===== src/rtl/mips_pkg.sv =====
// Shared datapath constants and the writeback entry type used by the
// register-file writeback arbiter and its result FIFO.
package mips_pkg;

  localparam int DATA_W   = 32;
  localparam int REG_W    = 5;
  localparam int NUM_REGS = 32;

  // One queued register-file write: destination and value.
  typedef struct packed {
    logic [REG_W-1:0]  addr;
    logic [DATA_W-1:0] data;
  } wb_entry_t;

endpackage


===== src/rtl/regfile_writeback_arbiter_fifo.sv =====
// Synchronous FIFO of writeback entries. Full/empty come from the occupancy
// count; pointers wrap naturally because DEPTH is a power of two.
module wb_fifo
  import mips_pkg::*;
#(
  parameter int DEPTH = 4
) (
  input  logic                   clk,
  input  logic                   reset,
  input  logic                   push,
  input  wb_entry_t              din,
  input  logic                   pop,
  output wb_entry_t              dout,
  output logic [$clog2(DEPTH):0] count,
  output logic                   full,
  output logic                   empty
);

  localparam int PTR_W = $clog2(DEPTH);
  localparam int CNT_W = PTR_W + 1;

  wb_entry_t        mem [DEPTH];
  logic [PTR_W-1:0] wrPtr;
  logic [PTR_W-1:0] rdPtr;
  logic             doPush;
  logic             doPop;

  assign full   = (count == CNT_W'(DEPTH));
  assign empty  = (count == '0);
  // Push is refused when full even if a pop happens in the same cycle.
  assign doPush = push && !full;
  assign doPop  = pop && !empty;
  assign dout   = mem[rdPtr];

  // Storage write; no reset needed, validity is tracked by count.
  always_ff @(posedge clk) begin
    if (doPush) mem[wrPtr] <= din;
  end

  // Pointer and occupancy bookkeeping.
  always_ff @(posedge clk) begin
    if (reset) begin
      wrPtr <= '0;
      rdPtr <= '0;
      count <= '0;
    end else begin
      if (doPush) wrPtr <= wrPtr + 1'b1;
      if (doPop)  rdPtr <= rdPtr + 1'b1;
      case ({doPush, doPop})
        2'b10:   count <= count + 1'b1;
        2'b01:   count <= count - 1'b1;
        default: count <= count;
      endcase
    end
  end

endmodule


===== src/rtl/regfile_writeback_arbiter.sv =====
// Owns the register-file write port. The single-cycle ALU/load path always
// wins; multi-cycle results queue in a FIFO and drain on idle cycles. A
// busy mask tracks registers still owed by the multi-cycle unit.
module regfile_writeback_arbiter #(
  parameter int DEPTH  = 4,
  parameter int DATA_W = 32,
  parameter int REG_W  = 5
) (
  input  logic                           clk,
  input  logic                           reset,
  input  logic                           alu_wr_en,
  input  logic [REG_W-1:0]               alu_wr_reg,
  input  logic [DATA_W-1:0]              alu_wr_data,
  input  logic                           issue_long,
  input  logic [REG_W-1:0]               issue_reg,
  input  logic                           long_valid,
  output logic                           long_ready,
  input  logic [REG_W-1:0]               long_reg,
  input  logic [DATA_W-1:0]              long_data,
  output logic                           RegWrite,
  output logic [REG_W-1:0]               WriteReg,
  output logic [DATA_W-1:0]              WriteData,
  output logic [mips_pkg::NUM_REGS-1:0]  busy_mask,
  output logic [$clog2(DEPTH):0]         fifo_count,
  output logic                           err
);

  import mips_pkg::*;

  wb_entry_t                pushEntry;
  wb_entry_t                head;
  logic                     fifoFull;
  logic                     fifoEmpty;
  logic                     aluEff;
  logic                     pushEn;
  logic                     popEn;
  logic                     violation;
  logic [NUM_REGS-1:0]      busyNext;

  assign pushEntry  = '{addr: long_reg, data: long_data};
  assign long_ready = !fifoFull;
  // A write to r0 is no write at all, so it leaves the port free for the FIFO.
  assign aluEff     = alu_wr_en && (alu_wr_reg != '0);
  assign pushEn     = long_valid && long_ready;
  assign popEn      = !aluEff && !fifoEmpty;

  wb_fifo #(.DEPTH(DEPTH)) uFifo (
    .clk   (clk),
    .reset (reset),
    .push  (pushEn),
    .din   (pushEntry),
    .pop   (popEn),
    .dout  (head),
    .count (fifo_count),
    .full  (fifoFull),
    .empty (fifoEmpty)
  );

  // Protocol checks use the registered busy mask; r0 is never marked busy.
  assign violation = (issue_long && busy_mask[issue_reg])
                   || (aluEff && busy_mask[alu_wr_reg])
                   || (long_valid && !long_ready);

  // Scoreboard update: clear on the pop edge, then set (set wins).
  always_comb begin
    busyNext = busy_mask;
    if (popEn) busyNext[head.addr] = 1'b0;
    if (issue_long && (issue_reg != '0)) busyNext[issue_reg] = 1'b1;
  end

  // Registered write port: ALU first, FIFO head otherwise, r0 suppressed.
  always_ff @(posedge clk) begin
    if (reset) begin
      RegWrite  <= 1'b0;
      WriteReg  <= '0;
      WriteData <= '0;
    end else if (aluEff) begin
      RegWrite  <= 1'b1;
      WriteReg  <= alu_wr_reg;
      WriteData <= alu_wr_data;
    end else if (popEn && (head.addr != '0)) begin
      RegWrite  <= 1'b1;
      WriteReg  <= head.addr;
      WriteData <= head.data;
    end else begin
      RegWrite  <= 1'b0;
    end
  end

  // Busy mask and sticky error flag.
  always_ff @(posedge clk) begin
    if (reset) begin
      busy_mask <= '0;
      err       <= 1'b0;
    end else begin
      busy_mask <= busyNext;
      if (violation) err <= 1'b1;
    end
  end

endmodule


===== config.mk =====
export PLATFORM = sky130hd
export DESIGN_NAME = regfile_writeback_arbiter
export DESIGN_NICKNAME = d
export VERILOG_FILES = /design/src/rtl/mips_pkg.sv /design/src/rtl/regfile_writeback_arbiter_fifo.sv /design/src/rtl/regfile_writeback_arbiter.sv
export SDC_FILE = /design/constraint.sdc
export NUM_CORES = 1
export LEC_CHECK = 0
export BUFFER_PORTS_ARGS = -buffer_cell sky130_fd_sc_hd__buf_2
export CAP_MARGIN = 25
export CORE_UTILIZATION = 56
export CTS_CLUSTER_DIAMETER = 120
export CTS_CLUSTER_SIZE = 25
export DETAILED_ROUTE_END_ITERATION = 8
export PLACE_DENSITY_LB_ADDON = 0.15
export SLEW_MARGIN = 20
export SYNTH_ARGS = -nofsm -noshare
export SYNTH_HDL_FRONTEND = slang
export SYNTH_SLANG_ARGS = --single-unit

===== constraint.sdc =====
create_clock -name clk -period 4.3 [get_ports clk]
set_input_delay 0.86 -clock clk [delete_from_list [all_inputs] [get_ports clk]]
set_output_delay 0.86 -clock clk [all_outputs]
set_load 0.02 [all_outputs]

# == Word-level counts from Yosys, hierarchy flattened ==
# Memory sizes are Yosys's and may differ from the RTL's. A register that Yosys moved wholly into a read port is not among the register bits.
# Index checks and enable logic that the tools add are counted.
# Widths: inputs -> output; s select.
# classes
n_addsub,4
order_cmp,5
n_eq_ne,3
muxes,21
bitwise,3
reduce_logical,23
# op_table
operator,count
$mux 32,4
$and 32x32->32,1
$not 32->32,1
$or 32x32->32,1
$lt 5x6->1 const B,3
$reduce_bool 5->1,3
$logic_and 1x1->1,12
$bmux 1 s5,2
$demux 1 s5,2
$ge 5x1->1 const B,2
$mux 5,2
$mux 1,8
$pmux 3 s2,1
$add 2x1->2 const B,2
$mux 2,2
$reduce_bool 2->1,2
$add 3x1->3 const B,1
$eq 3x3->1 const B,1
$logic_not 1->1,3
$logic_not 3->1,1
$sub 3x1->3 const B,1
$eq 2x1->1 const B,1
$eq 2x2->1 const B,1
$logic_or 1x1->1,2
# totals
register_bits,78
ram_bits,148
input_bits,84
output_inout_bits,75
wordCells,68
mem_count,1
# memory_table
memory,words,width,rd,rd_clocked_by_memory_dff,write_ports,line_no,text
uFifo.mem,4,37,1,1,1,regfile_writeback_arbiter_fifo.sv:22,wb_entry_t mem [DEPTH];

# == Longest topological paths before layout ==
# depth
ltp_word,9
mapped_depth,11
mapped_depth_nobuf,9

# == By module ==
# A second synthesis with hierarchy kept.
# hier_totals
cells_unflattened,699
area_unflattened_um2,9436.6
# by_module_without_submodules
mod,instances,cells_per_inst,area_each_um2
wb_fifo,1,247,5870.6
regfile_writeback_arbiter,1,452,3565.9

# == Worst setup path before layout ==
# Ideal clock, no wire load.
# synth_path
path_kind,in2reg
startpoint,in alu_wr_reg[0]
endpoint,reg uFifo.count[2]
setup_time_ns,0.071
arrival_time_ns,3.381
t_required_ns,4.229
slack_ns,0.848
cell_stages,11
n_path_buf,2
cell_sequence,clkbuf_1 -> or4_1 -> o21ai_1 -> and2_0 -> clkbuf_1 -> ha_1 -> inv_1 -> fa_1 -> xor2_1 -> or3_1 -> a21oi_1
# synth_via
elab_chain_len,7
# synth_rtl
element,line_no,text
start: declaration,regfile_writeback_arbiter.sv:12,"input logic [REG_W-1:0] alu_wr_reg,"
$reduce_bool 5->1 *,regfile_writeback_arbiter.sv:43,assign aluEff = alu_wr_en && (alu_wr_reg != '0);
$logic_and 1x1->1 *,regfile_writeback_arbiter.sv:43,
$logic_not 1->1 *,regfile_writeback_arbiter.sv:45,assign popEn = !aluEff && !fifoEmpty;
$logic_and 1x1->1 *,regfile_writeback_arbiter.sv:45,
$logic_and 1x1->1 *,regfile_writeback_arbiter_fifo.sv:32,assign doPop = pop && !empty;
named net uFifo.doPop,regfile_writeback_arbiter_fifo.sv:26,logic doPop;
$eq 2x1->1 / $eq 2x2->1 (equally long branches),regfile_writeback_arbiter_fifo.sv:49,"case ({doPush, doPop})"
$pmux 3 s2 / $reduce_bool 2->1 (equally long branches),-,
end signal: assignment,regfile_writeback_arbiter_fifo.sv:50,2'b10: count <= count + 1'b1;
end signal: assignment,regfile_writeback_arbiter_fifo.sv:51,2'b01: count <= count - 1'b1;
end signal: assignment,regfile_writeback_arbiter_fifo.sv:52,default: count <= count;
end: declaration,regfile_writeback_arbiter_fifo.sv:14,"output logic [$clog2(DEPTH):0] count,"
# The timed path passes the listed nets; every way through them passes the cells marked *.
# A chain may end at the register's enable or synchronous reset.

==> results by group <==
Worst setup path
  • Max stage delay on crit path: 0.76 ns
  • Worst Path Buf+Inv: 1
  • Startpoint types: flop
  • CP Data Required Time: about 4.7 ns
  • Worst-path maximum fanout: 22
  • End of the worst register-to-register path: WriteData[17]
  • WP data arrival: ~3.5 ns
  • CP endpoint kind: flop
  • Critical path class: flop to flop
  • R2R depth: 6
  • Worst reg2reg setup slack: 1.18 ns
  • Family with the most delay on the worst path: simple AND/OR/NAND/NOR gates
  • Worst path slowest cell: dfxtp_2
  • Crit path cell chain: mux4_2 -> or3_4 -> nor4_4 -> nor2_4 -> buf_12 -> a311oi_2

Drt
  • Avg WL per Cell: 21.43 um
  • Remaining DRCs: 0
  • Detailed Route WL: 22.86 mm
  • Total vias in the final route: 6,493
  • DRT iter0 DRCs: 568
  • DRT antenna net count: 0
  • DRT Pass-1 Iters: 5
  • Via density: 6.085

Finish
  • Commonest non-fill, non-tap cell in the layout: buf_2
  • Nets: 931
  • Post-route non-filler standard cell count: 1,067
  • Final Cell Area: 11,080 um2
  • Commonest non-fill, non-tap cells in the layout: buf_2 (157), edfxtp_1 (148), nand2_1 (82)
  • Share of layout cells above drive strength 1: 0.3188
  • Fill count: roughly 1.2k
  • Area Overhead vs Synth: 14.53%
  • Antenna diodes: 0
  • Post-layout util: 0.6633

Clock network
  • # hold bufs at CTS: 0
  • Worst skew pair latency: 0.46 ns
  • CTS tree: done
  • TritonCTS Sinks: 228
  • # resized after CTS: 0
  • Num CTS Buffers: 13
  • Clock tree buffer depth: 3
  • H-tree levels: 1
  • Root Driver: clkbuf_16
  • Post-CTS Setup Repair Bufs: 0
  • Clock transition at path regs: 0.10 ns

STA
  • Fin. Hold Viols: 0
  • Crit share post-route: 0.7251
  • FMAX: between 300 and 400 MHz
  • Max-slew headroom: 0.3272
  • RSZ-0062 raised after global routing: no
  • Clk_skew: approximately 0.028 ns
  • Max-slew violations: 0
  • Setup TNS: 0 ns
  • Fin crit period: 3.118 ns
  • Worst-margin pin slew: 1.009 ns
  • # setup viols final: 0

Min path
  • WHS Path Cells: 2
  • WHS Endpoint: WriteReg[0]
  • Worst hold path class: flop to flop
  • Start point of the worst hold path: WriteReg[0]

Power
  • Overall power: 5.889 mW
  • Switching part of the total: 0.3273
  • Clock power share: 0.214
  • Leak: 4.039 nW
  • PwrDens: ~530 nW/um2
  • VDD IR max: 0.4393 mV
  • Internal power: 3.961 mW
  • Switch Pwr: 1.927 mW
  • Reg power frac: 0.485
  • Combinational power share: 0.301

Yosys
  • Synth area leader: edfxtp_1
  • Post-Syn Area: 9673 um2
  • Synth Instances: 705
  • Synth area leaders: edfxtp_1 (46%), dfxtp_1 (17%), mux4_2 (9.5%)
  • Distinct cells, synth: between 40 and 50
  • Avg Inst Size Synth: 13.72 um2
  • Synthesized net count: 795
  • Synthesis-stage register bit count: 228
  • Synth top area share: 0.4594
  • Synth warnings: 0
  • Post-synthesis sequential area ratio: 0.6250

GRT
  • GRT Util Overall: 0.2610
  • Remaining Overflow, GRT: 0
  • Initial antenna violation count: 0
  • Largest net degree at the start of global routing: 52
  • Vias in the first global route: 6,639
  • First-pass GRT wire length: 35.89 mm

Place
  • Placed Instances: around 1.0k
  • IO Port Bufs: 158
  • Routability cong.: 0.8995
  • DPL Wire Length: 15.17 mm
  • Post-DP Area: 10,630 um2

Die
  • # rows: 47
  • Core area: 16,700 um2
  • IO Pins: between 150 and 200
  • Die area: between 15,000 and 20,000 um2
  • Die Span Y: 133.4 um
  • Initial Util: 0.5792
  • Die X: 133.4 um

Run
  • Max-Cap Viols: 0

Outcome
  • Status: complete, no violations
==> worst max-delay path by stage <==
stage,from,to,slack (ns),cells after the start
after global routing,flop,busy_mask[2],0.94,6
after detailed placement,alu_wr_reg[0],uFifo.count[2],0.84,10
after CTS,flop,WriteData[24],1.14,6
after global placement,alu_wr_reg[0],uFifo.count[2],0.91,10
after floorplan,alu_wr_reg[0],uFifo.count[2],0.85,11
final,flop,WriteData[17],1.18,6
==> power groups by stage <==
stage	registers, mW	logic [mW]	clock network, mW
final	2.85	1.77	1.26
after floorplan	2.98	1.17	0
after CTS	2.86	1.77	1.28
after global routing	2.89	1.92	1.35
after global placement	2.89	1.70	0
after detailed placement	2.91	1.76	0
==> through the flow <==
step	setup slack, ns	hold WS (ns)
finish	1.182	0.5057
global placement	0.9115	0.4701
global route	0.9351	0.5391
CTS	1.135	0.5047
floorplan	0.8477	0.4847
detailed placement	0.8371	0.4915
==> layer usage <==
metal  vias up  global-route usage  share of wire
met4         0             0.06061          0.020
met3        31             0.04490          0.066
met2       226              0.4468           0.49
met1      3270              0.3496           0.42
met5         -                   0              0
li1       2966                   -              -
==> cells by family after synthesis <==
family,synth area share
AO/OA/AOI/OAI,0.1216
XOR/XNOR,0.004528
adder cells (fa/ha/maj),0.008537
buffers and inverters,0.02574
flip-flops,0.6250
multiplexers,0.1225
AND/OR/NAND/NOR,0.09210
==> tightest hold or removal path, cell delays in order (launching register included) <==
cell and delay [ns]:
dfxtp_1 0.32, o21ai_0 0.08, a21oi_1 0.07
==> state kept, by name, indices dropped and copies added, names as in the netlist, named ones only <==
signal and flops:
RegWrite 1, err 1, uFifo.mem 148, WriteData 32
busy_mask 32, uFifo.rdPtr 2, uFifo.count 3, uFifo.wrPtr 2
WriteReg 5
==> Yosys cell counts, drive strengths merged <==
cell type,n
and3,5
ha,5
and2,1
nand2b,2
a211oi,2
nor3b,2
o21ai,64
a21o,1
fa,1
or4,1
or3b,3
nand4,5
edfxtp,148
nand4b,2
a22o,1
nor4,1
a21oi,47
inv,10
o22ai,5
mux4,41
nor2b,28
nor3,1
or3,4
nand2,82
nor2,20
and3b,1
clkbuf,35
dfxtp,80
a31o,1
buf,13
a311oi,37
xor2,3
xnor2,2
o21a,1
mux2,1
nand3,13
a22oi,4
mux2i,25
nand3b,7
==> layout make-up <==
type / instances / area [um2] / area share
Clock buffer: 20 / 351.6 / 0.03174
Tap cell: 220 / 275.3 / 0.02485
Multi-Input combinational cell: 419 / 3402 / 0.3071
Inverter: 10 / 37.54 / 0.003388
Timing Repair Buffer: 169 / 933.4 / 0.08426
Sequential cell: 228 / 6048 / 0.5460
Clock inverter: 1 / 30.03 / 0.002711
Power figures use the tool's default switching activity.
